File: src/rtl/xor_keystream_descrambler_32.sv
// 32-bit XOR keystream descrambler: each accepted word is XORed with an LFSR
// keystream word and presented through a one-entry valid/ready output register.
module xor_keystream_descrambler_32 #(
  parameter int          DATA_W       = 32,
  parameter logic [31:0] DEFAULT_SEED = 32'hFFFF_FFFF,
  parameter int          CNT_W        = 16
) (
  input  logic              clk,
  input  logic              rst,
  input  logic              load_seed,
  input  logic [DATA_W-1:0] seed,
  input  logic              s_valid,
  output logic              s_ready,
  input  logic [DATA_W-1:0] s_data,
  output logic              m_valid,
  input  logic              m_ready,
  output logic [DATA_W-1:0] m_data,
  output logic [CNT_W-1:0]  word_count
);

  // One keystream step; taps 31/21/1/0 feed the new LSB.
  function automatic logic [DATA_W-1:0] lfsr_step(input logic [DATA_W-1:0] k);
    lfsr_step = {k[DATA_W-2:0], k[31] ^ k[21] ^ k[1] ^ k[0]};
  endfunction

  logic [DATA_W-1:0] key_r;
  logic [DATA_W-1:0] m_data_r;
  logic              m_valid_r;
  logic [CNT_W-1:0]  word_count_r;

  logic [DATA_W-1:0] key_nxt_s;
  logic [DATA_W-1:0] m_data_nxt_s;
  logic              m_valid_nxt_s;
  logic [CNT_W-1:0]  word_count_nxt_s;
  logic              s_ready_s;
  logic              accept_s;

  assign s_ready_s  = ~rst & ~load_seed & (~m_valid_r | m_ready);
  assign accept_s   = s_valid & s_ready_s;
  assign s_ready    = s_ready_s;
  assign m_valid    = m_valid_r;
  assign m_data     = m_data_r;
  assign word_count = word_count_r;

  // Next-state: seed load has priority, then accept, otherwise drain or hold.
  always_comb begin
    key_nxt_s        = key_r;
    m_data_nxt_s     = m_data_r;
    m_valid_nxt_s    = m_valid_r;
    word_count_nxt_s = word_count_r;
    if (load_seed) begin
      // A zero seed would lock the LFSR at zero, so it falls back to the default.
      key_nxt_s        = (seed == {DATA_W{1'b0}}) ? DEFAULT_SEED : seed;
      word_count_nxt_s = {CNT_W{1'b0}};
      if (m_ready) begin
        m_valid_nxt_s = 1'b0;
      end else begin
        m_valid_nxt_s = m_valid_r;
      end
    end else if (accept_s) begin
      m_data_nxt_s     = s_data ^ key_r;
      m_valid_nxt_s    = 1'b1;
      key_nxt_s        = lfsr_step(key_r);
      word_count_nxt_s = word_count_r + CNT_W'(1);
    end else if (m_ready) begin
      m_valid_nxt_s = 1'b0;
    end else begin
      m_valid_nxt_s = m_valid_r;
    end
  end

  // State registers with asynchronous reset.
  always_ff @(posedge clk or posedge rst) begin
    if (rst) begin
      key_r        <= DEFAULT_SEED;
      m_data_r     <= {DATA_W{1'b0}};
      m_valid_r    <= 1'b0;
      word_count_r <= {CNT_W{1'b0}};
    end else begin
      key_r        <= key_nxt_s;
      m_data_r     <= m_data_nxt_s;
      m_valid_r    <= m_valid_nxt_s;
      word_count_r <= word_count_nxt_s;
    end
  end

endmodule

File: config.mk
export PLATFORM = sky130hd
export DESIGN_NAME = xor_keystream_descrambler_32
export DESIGN_NICKNAME = d
export VERILOG_FILES = /design/src/rtl/xor_keystream_descrambler_32.sv
export SDC_FILE = /design/constraint.sdc
export NUM_CORES = 1
export LEC_CHECK = 0
export CAP_MARGIN = 20
export CORE_ASPECT_RATIO = 0.8
export CORE_UTILIZATION = 30
export CTS_CLUSTER_DIAMETER = 80
export CTS_CLUSTER_SIZE = 8
export DETAILED_ROUTE_END_ITERATION = 8
export MAX_ROUTING_LAYER = met4
export PLACE_DENSITY = 0.65
export SLEW_MARGIN = 30
export SYNTH_ARGS = -nofsm -noshare
export SYNTH_HDL_FRONTEND = slang
export SYNTH_SLANG_ARGS = --single-unit
File: constraint.sdc
create_clock -name clk -period 2.7 [get_ports clk]
set_clock_uncertainty 0.2 [all_clocks]
set_input_delay 0.405 -clock clk [delete_from_list [all_inputs] [get_ports clk]]
set_output_delay 0.405 -clock clk [all_outputs]
set_load 0.01 [all_outputs]
[After elaboration in Yosys (flattened, before gate mapping)]
Index checks and enable logic that the tools add are counted.
Word-level totals
  register bits after elaboration: 81
  input port bits: 69
Cells by class
  reduce and logical (&&, ||, !) cells: 3
  mux-type cells: 8
  add/sub/neg operators: 1
  bitwise logic cells: 11
Operators with widths (count)
  two-way mux 32 bit: 3
  logical NOT 32 bit: 1
  two-way mux 16 bit: 2
  bitwise XOR 32 bit: 1
  adder 16 x 1 -> 16 bit, second input constant: 1
  AND 1 bit: 3
  two-way mux 1 bit: 3
  inverter 1 bit: 3
  bitwise XOR 1 bit: 3
  AND reduction 2 bit: 1
  nonzero test 2 bit: 1
  OR 1 bit: 1

[Logic depth before layout (Yosys ltp)]
  depth after elaboration: 6
  gate-level depth with buffers: 6
  gate-level depth less buffers: 5

[Worst setup path after synthesis]
OpenSTA, ideal clock, no wires.
  path kind: input-to-reg
  from: input port load_seed
  to: register word_count_r[9], in the netlist word_count[9]
  arrival: 1995 ps
  path slack: 427 ps
  cell stages on the path: 5
  setup time: 78 ps
  data required time: 2422 ps
  path buffers: 1
  cell sequence: or3b_4 > or4_4 > buf_6 > or4_1 > a21oi_1
Between the ends
  word-level cells in the longest chain between the ends: 5
RTL lines
  from (decl): RTL line 10  | input logic load_seed,
  inverter 1 bit (no line)
  AND 1 bit (2 in series): RTL line 38  | assign s_ready_s = ~rst & ~load_seed & (~m_valid_r | m_ready);
  AND 1 bit: RTL line 39  | assign accept_s = s_valid & s_ready_s;
  nonzero test 2 bit (no line)
  to (signal assigned): RTL line 78  | word_count_r <= {CNT_W{1'b0}};
  to (signal assigned): RTL line 83  | word_count_r <= word_count_nxt_s;
  to (decl): RTL line 29  | logic [CNT_W-1:0] word_count_r;
Several ways; a longest one is shown, not always the timed one.
A chain may end at the register's enable or synchronous reset.

[Worst setup path in the final report]
  from: input port m_ready
  to: output port s_ready
Between the ends
  word-level cells in the longest chain between the ends: 2
RTL lines
  from (decl): RTL line 16  | input logic m_ready,
  OR 1 bit: RTL line 38
  AND 1 bit: RTL line 38
  to (decl): RTL line 13  | output logic s_ready,
No other way between the ends.

==> tab_implementation.tex <==
\begin{tabular}{lr}
\hline
Metric & Value \\
\hline
\multicolumn{2}{l}{\textbf{Clocking}} \\
\quad Max clock buf depth & 2 \\
\quad Total number of clock tree sinks & 81 \\
\quad Post-CTS repair timing setup buffer count & 0 \\
\quad Clock buffer count from CTS & 9 \\
\quad Hold buffer count at cts & 0 \\
\quad Clock slew seen by the registers of the worst setup and hold paths & 0.06 ns \\
\quad Cell at the root of the clock tree & clkbuf\_16 \\
\quad TritonCTS clock tree & built \\
\quad CTS H-Tree Depth & 3 \\
\quad Clock latency on the worst-skew pair & approximately 0.33 ns \\
\quad Number of gates resized after cts & 0 \\
\multicolumn{2}{l}{\textbf{Global route}} \\
\quad Residual overflow from global routing & 0 \\
\quad Wire length of the first global-routing pass & 16.5 mm \\
\quad GRT Overall Usage & $\sim$17\% \\
\quad Antenna violations before repair & 0 \\
\quad Maximum number of pins on one net before global-route repair & just under 100 \\
\quad Vias in the first global route & 3203 \\
\multicolumn{2}{l}{\textbf{STA}} \\
\quad RSZ-0062 raised after global routing & no \\
\quad Peak clock frequency supported by timing & 0.402 GHz \\
\quad Fin crit period & between 2 and 2.5 ns \\
\quad Final WS setup & 0.211 ns \\
\quad Number of pins with negative max-slew slack in the final report & 0 \\
\quad Minimum hold slack & 0.277 ns \\
\quad Count of endpoints failing hold in the final timing report & 0 \\
\quad Tightest Pin Transition & 0.658 ns \\
\quad Period utilisation layout & 92.2\% \\
\quad Total Negative Setup Slacks & 0 ns \\
\quad Endpoints failing setup & 0 \\
\quad Slew margin rel. & 56.2\% \\
\multicolumn{2}{l}{\textbf{Floorplanning}} \\
\quad Total number of placement rows & 36 \\
\quad Width of the die & 129 um \\
\quad Floorplan core area & about 12000 um\^{}2 \\
\quad Die Y-Extent & 103 um \\
\quad Total I/O pin count & 119 \\
\quad Full die area & 13300 um\^{}2 \\
\quad Initial Utilization & 31.1\% \\
\multicolumn{2}{l}{\textbf{Synthesis}} \\
\quad Syn Nets & 453 \\
\quad Post-synthesis cell type with the largest combined area & dfrtp\_1 \\
\quad Complex-gate fraction of the synthesized area & 18.7\% \\
\quad Most repeated cell in the gate-level netlist after synthesis & nand2\_1 \\
\quad Post-Synthesis Cells & 383 \\
\quad Share of synthesized cell area in full adder, half adder and majority cells & less than 1\% \\
\quad Asr flop ratio synth & 100\% \\
\quad Ranking of synthesized cells by area & dfrtp\_1 32\%, dfstp\_2 22\%, o21ai\_0 8.2\%, xnor2\_1 8.2\%, nand2\_1 6.6\% \\
\quad Part of the Yosys area used for sequential elements & between 50\% and 60\% \\
\quad Share of Yosys cell area claimed by the top area cell type & around a third \\
\quad Leading post-synthesis cells by instance count & 68 x nand2\_1, 63 x o21ai\_0, 49 x dfrtp\_1, 36 x xnor2\_1, 32 x dfstp\_2 \\
\quad Main combinational cell family by area after synthesis & compound AO/OA/AOI/OAI gates \\
\quad Xor/xnor share of the synthesized area & 9.25\% \\
\quad Commonest register cell after synthesis & dfrtp\_1 \\
\quad Yosys warns & 0 \\
\quad Flip-flop and latch count after synthesis & 81 \\
\quad Area of the mapped netlist & approximately 3800 um\^{}2 \\
\quad Count of flip-flops with a built-in enable after synthesis & 0 \\
\quad Syn\_area\_per\_cell & 10.0 um\^{}2 \\
\quad Number of library cell types mapped by synthesis & 35 \\
\quad Multiplexer share of the synthesized area & 0\% \\
\quad Post-Synth Simple-Gate Area & 14.8\% \\
\multicolumn{2}{l}{\textbf{Routing}} \\
\quad Vias per inst & 4.83 \\
\quad Number of search-and-repair iterations in the first detailed-routing pass & 4 \\
\quad Count of unresolved DRC violations after routing & 0 \\
\quad Met2 wirelength from detailed routing & 4.52 mm \\
\quad DRT met1 WL & 5.16 mm \\
\quad Highest Signal Layer & met4 \\
\quad Routed length on met3 & 437 um \\
\quad Total vias in the final route & 3276 \\
\quad Detail-routed net length per standard cell & 15.2 um \\
\quad Antenna viol nets, final & 0 \\
\quad Number of DRC markers in iteration 0 & roughly 170 \\
\quad Sum of routed wire length over all layers & 10.3 mm \\
\multicolumn{2}{l}{\textbf{Layout}} \\
\quad ANT cells & 0 \\
\quad Post-layout net count & 572 \\
\quad Final design area excluding fillers & 5610 um\^{}2 \\
\quad Syn-to-layout area delta & 46.1\% \\
\quad Fraction of layout cells with a size suffix above 1 & 14.8\% \\
\multicolumn{2}{l}{\textbf{Power and ir drop}} \\
\quad Peak supply drop & 0.288 mV \\
\quad Reported leakage power & 2.14 nW \\
\quad Total power per unit cell area & 642 nW/um\^{}2 \\
\multicolumn{2}{l}{\textbf{Hold path}} \\
\quad Path type of the worst min-delay path & primary input to flip-flop \\
\multicolumn{2}{l}{\textbf{Status}} \\
\quad Status & complete, no violations \\
\multicolumn{2}{l}{\textbf{Critical path}} \\
\quad Setup crit end kind & output port \\
\quad Maximum fanout encountered on the critical timing path & 8 \\
\quad Setup Crit Path Kind & primary input to output port \\
\quad Maximum cell stage delay along the critical path & between 0.5 and 0.6 ns \\
\quad Crit-path cells & clkdlybuf4s50\_1, nor2b\_1, nor3\_1, clkdlybuf4s50\_1 \\
\quad Arrival time at the worst endpoint & 1.88 ns \\
\quad Slowest cell on the critical path & clkdlybuf4s50\_1 \\
\quad Startpoint class of the critical path & primary input \\
\quad Crit-path most repeated cell & clkdlybuf4s50\_1 \\
\quad Required time reported for the critical path endpoint & $\sim$2.1 ns \\
\multicolumn{2}{l}{\textbf{Place}} \\
\quad Buffers added on ports & 118 \\
\quad Dpl ws & -0.000927 ns \\
\quad Post-DP HPWL & around 7.3 mm \\
\quad Routability-driven placement congestion ratio & 0.827 \\
\quad Placed cell areas & 5290 um\^{}2 \\
\multicolumn{2}{l}{\textbf{Run}} \\
\quad Max Cap Violations & 0 \\
\hline
\end{tabular}
metrics by stage:
stage / utilization (%) / std cells / power [mW]
2_1_floorplan: - / 383 / 1.88
3_3_place_gp: 42.9 / 662 / 2.30
3_5_place_dp: 42.9 / 662 / 2.32
4_1_cts: 45.5 / 678 / 3.66
5_1_grt: 45.5 / 678 / 3.80
6_report: 45.5 / 678 / 3.60
per-layer routing:
layer  vias to the layer above  track usage, %
met2                       110            25.1
met3                        11            3.65
met5                         -               -
met1                      1556            22.9
li1                       1599               -
met4                         0            6.15
power by group:
group	switching (mW)	internal [mW]	total, mW	leakage, nW
Sequential	0.124	1.43	1.55	0.973
Clock	0.501	0.808	1.31	0.144
Combinational	0.297	0.443	0.740	1.03
Total	0.922	2.68	3.60	2.14
cells in the final DEF (no fill, tap or decap), types with 2 or more instances in the layout:
master,Yosys,layout
nor4_1,9,9
nand3_1,5,5
inv_1,5,4
or3_1,7,7
o21ai_0,63,63
xor2_1,2,2
a21oi_1,11,11
nor2_1,6,5
bufinv_16,0,2
o221a_2,3,3
clkinvlp_4,0,4
clkinv_2,0,2
dfstp_2,32,32
xnor2_1,36,36
o31ai_1,6,6
buf_4,0,12
buf_12,0,3
nand4_1,4,4
nand2_1,68,67
or4_1,6,6
a2bb2oi_1,28,28
nand2b_1,2,2
clkdlybuf4s50_1,0,117
nor3_1,3,3
dfrtp_1,49,49
clkbuf_16,0,9
worst paths after layout:
check / slack [ns] / start / cells past startpoint / endpoint
max in group asynchronous: 1.31 / rst / 4 / m_data[5]$_DFFE_PP0P_
min reg2reg: 0.28 / m_data[4]$_DFFE_PP0P_ / 2 / m_data[4]$_DFFE_PP0P_
max reg2reg: 0.48 / word_count[1]$_DFFE_PP0P_ / 5 / word_count[12]$_DFFE_PP0P_
min: 0.28 / load_seed / 3 / word_count[12]$_DFFE_PP0P_
max: 0.21 / m_ready / 4 / s_ready
min in group asynchronous: 0.43 / rst / 4 / m_valid$_DFF_PP0_
cell type report:
type	instances	area, um^2
fill	1202	6730
sequential	81	2070
multi-input combinational	272	1660
timing repair buffer	133	1330
clock buffer	9	225
tap	171	214
clock inverter	7	95.1
inverter	5	20.0
registers in the layout, summed over array words and instances, names as in the netlist:
register    flops
key_r          32
word_count     16
m_data         32
m_valid         1
worst max-delay path, delay by kind of cell:
| family | cells | cell delay (ns) |
|---|---|---|
| simple gates | 2 | 0.54 |
| buf+inv | 2 | 0.94 |
logic make-up (layout without fill, tap and decap cells):
kind of cell	count (synthesis)	in the layout
adders and majority gates	1	1
AOI/OAI and AO/OA	114	114
DFF	81	81
and+or+nand+nor	118	118
xor gates and xnor gates	39	39
buffers and inverters	30	154
Note: power is estimated with default switching activity, not from simulation.
==> variant (same flow settings) <==
`CNT_W`: 16 -> 20.
--- a/src/rtl/xor_keystream_descrambler_32.sv
+++ b/src/rtl/xor_keystream_descrambler_32.sv
@@ -5,3 +5,3 @@
   parameter logic [31:0] DEFAULT_SEED = 32'hFFFF_FFFF,
-  parameter int          CNT_W        = 16
+  parameter int          CNT_W        = 20
 ) (
Interface: changed (resized word_count); port bits go from 119 to 123. The function was not compared with the original's and may differ.
==> variant against the unedited design <==
  * Clock power fell by 4%
  * Final area grew 4.3%
  * Critical endpoint unchanged
  * Worst setup slack better by 0.032 ns
  * Synthesized area grew 5.4%
  * Routed wire length increased by 6.5%
  * Sequential cell count is 4 higher
  * Via count rose by 6.2%
  * Power up 0.21%
==> variant: results (changes against the unedited design) <==
Outcome
  – Status: complete, no violations

Cells and area
  – Antenna cells: 0 (unchanged)
  – Fillers: 1254 (+4.3%)
  – Share of cells above drive strength 1: 13.6% (-1.2 points)
  – Final net count: 601 (+5.1%)

Yosys
  – Top FF cell, synth: dfrtp_1
  – Area contributors post-synth: dfrtp_1 (33%), dfstp_2 (21%), o21ai_0 (8.7%), xnor2_1 (8.7%), a2bb2oi_1 (6.7%)
  – Net Count, Synth: 480 (+6.0%)
  – Asr flop ratio synth: 100% (unchanged)
  – Yosys warns: 0 (unchanged)
  – Synth cell types: 35 (unchanged)
  – Most instantiated cells after synthesis: nand2_1 (71), o21ai_0 (70), dfrtp_1 (53), xnor2_1 (40), dfstp_2 (32)
  – Syn avg cell area: 9.88 µm² (-1.5%)
  – Part of the Yosys area used for sequential elements: 53.5% (-0.29 points)

Pwr
  – Max VDD drop: 0.309 mV (+7.2%)
  – Lkg Pwr: 2.25 nW (+5.3%)

Critical path
  – Max incr delay on CP: 0.50 ns (-0.02 ns)
  – CP max FO: 8 (unchanged)
  – Crit path max-delay cell type: clkdlybuf4s50_1
  – Arrival @ worst endpoint: 1.85 ns (-0.03 ns)

Placed design
  – Dpl cells: 695 (+5.0%)
  – IO Port Bufs: 122 (+3.4%)
  – Detail Placement HPWL: 7800 µm (+7.1%)
  – GPL Wtd Cong: 0.819 (-0.99%)

Global route
  – Initial antenna violation count: 0 (unchanged)
  – Vias in the first global route: 3424 (+6.9%)
  – Global-route wire length before repair: 17900 µm (+8.0%)
  – Largest net degree at the start of global routing: 60 (-38%)
  – Tot GR Track Use: 16.8% (-0.15 points)

Clock tree
  – Setup bufs post-CTS: 0 (unchanged)
  – Cts repair resizes: 0 (unchanged)
  – Clk_lat worst skew: roughly 0.34 ns
  – H-tree level count: 3 (unchanged)
  – Clk buf depth: 2 (unchanged)
  – Clock edge transition at the registers on the reported setup and hold paths: 0.06 ns (about the same)
  – Total CTS buffers: 9 (unchanged)
  – Root buffer cell: clkbuf_16

Detailed routing
  – First-pass DRT Iterations: 5 (+1)
  – Routed WL: 10900 µm (+6.5%)
  – Vias post-DR: 3479 (+6.2%)
  – DRT iter0 DRCs: 147 (-15%)
  – WL/cell: 15.4 µm (+1.5%)

Timing
  – Worst-Margin Slew: 0.526 ns (-0.131 ns)

Min path
  – Worst Hold Class: input pin to flip-flop
==> variant: cell type report <==
type / instances / area (µm²) / area share [%]
Clock inverter: 7 / 73.8 / 1.26
Tap cell: 175 / 219 / 3.74
Timing Repair Buffer: 137 / 1380 / 23.6
Clock buffer: 9 / 225 / 3.85
Inverter: 2 / 11.3 / 0.192
Multi-Input combinational cell: 296 / 1780 / 30.4
Sequential cell: 85 / 2170 / 37.0
==> variant: through the flow <==
| stage | hold WS, ns | utilization (%) | cell area, µm² | setup slack [ns] | power [mW] |
|---|---|---|---|---|---|
| floorplan | 0.263 | - | 4050 | 0.591 | 1.94 |
| global placement | 0.261 | 42.7 | 5560 | 0.180 | 2.36 |
| detailed placement | 0.270 | 42.7 | 5560 | 0.106 | 2.39 |
| CTS | 0.169 | 45.0 | 5850 | 0.236 | 3.66 |
| global route | 0.191 | 45.0 | 5850 | 0.117 | 3.79 |
| finish | 0.176 | 45.0 | 5850 | 0.243 | 3.61 |
==> variant: path summary, 6_finish.rpt <==
path	start	end	slack [ns]	cells past startpoint
setup reg to reg	word_count[3]	word_count[17]	0.48	4
max in group asynchronous	rst	key_r[2]	1.44	4
hold / removal	load_seed	word_count[16]	0.18	2
hold reg to reg	m_data[22]	m_data[22]	0.28	2
setup / recovery	m_ready	s_ready	0.24	4
min in group asynchronous	rst	m_valid	0.53	4
==> variant: kinds of logic after synthesis <==
family                   after synthesis  share of synthesized area (%)
AND/OR/NAND/NOR                      133                           15.8
AO/OA/AOI/OAI                        117                           17.7
flip-flops                            85                           53.5
XOR/XNOR                              41                           8.87
buffers and inverters                 29                           2.78
multiplexers                           4                           1.05
adder cells (fa/ha/maj)                1                          0.309
==> variant: critical path: cells and delay by family <==
family	cells	cell delay (ns)
buffers and inverters	2	0.89
AND/OR/NAND/NOR	2	0.55
==> variant: metal layers <==
layer	routed length (µm)	up-vias	share of wire, %	global-route usage (%)
li1	-	1696	-	-
met3	498	9	4.5	3.62
met4	113	0	1.0	4.82
met2	5190	108	47	25.8
met5	0	-	0	-
met1	5140	1666	47	22.4
==> variant: where the power goes <==
| part | internal [mW] | switching, mW |
|---|---|---|
| clock network | 0.722 | 0.534 |
| registers | 1.49 | 0.120 |
| logic | 0.443 | 0.303 |
| total | 2.65 | 0.957 |
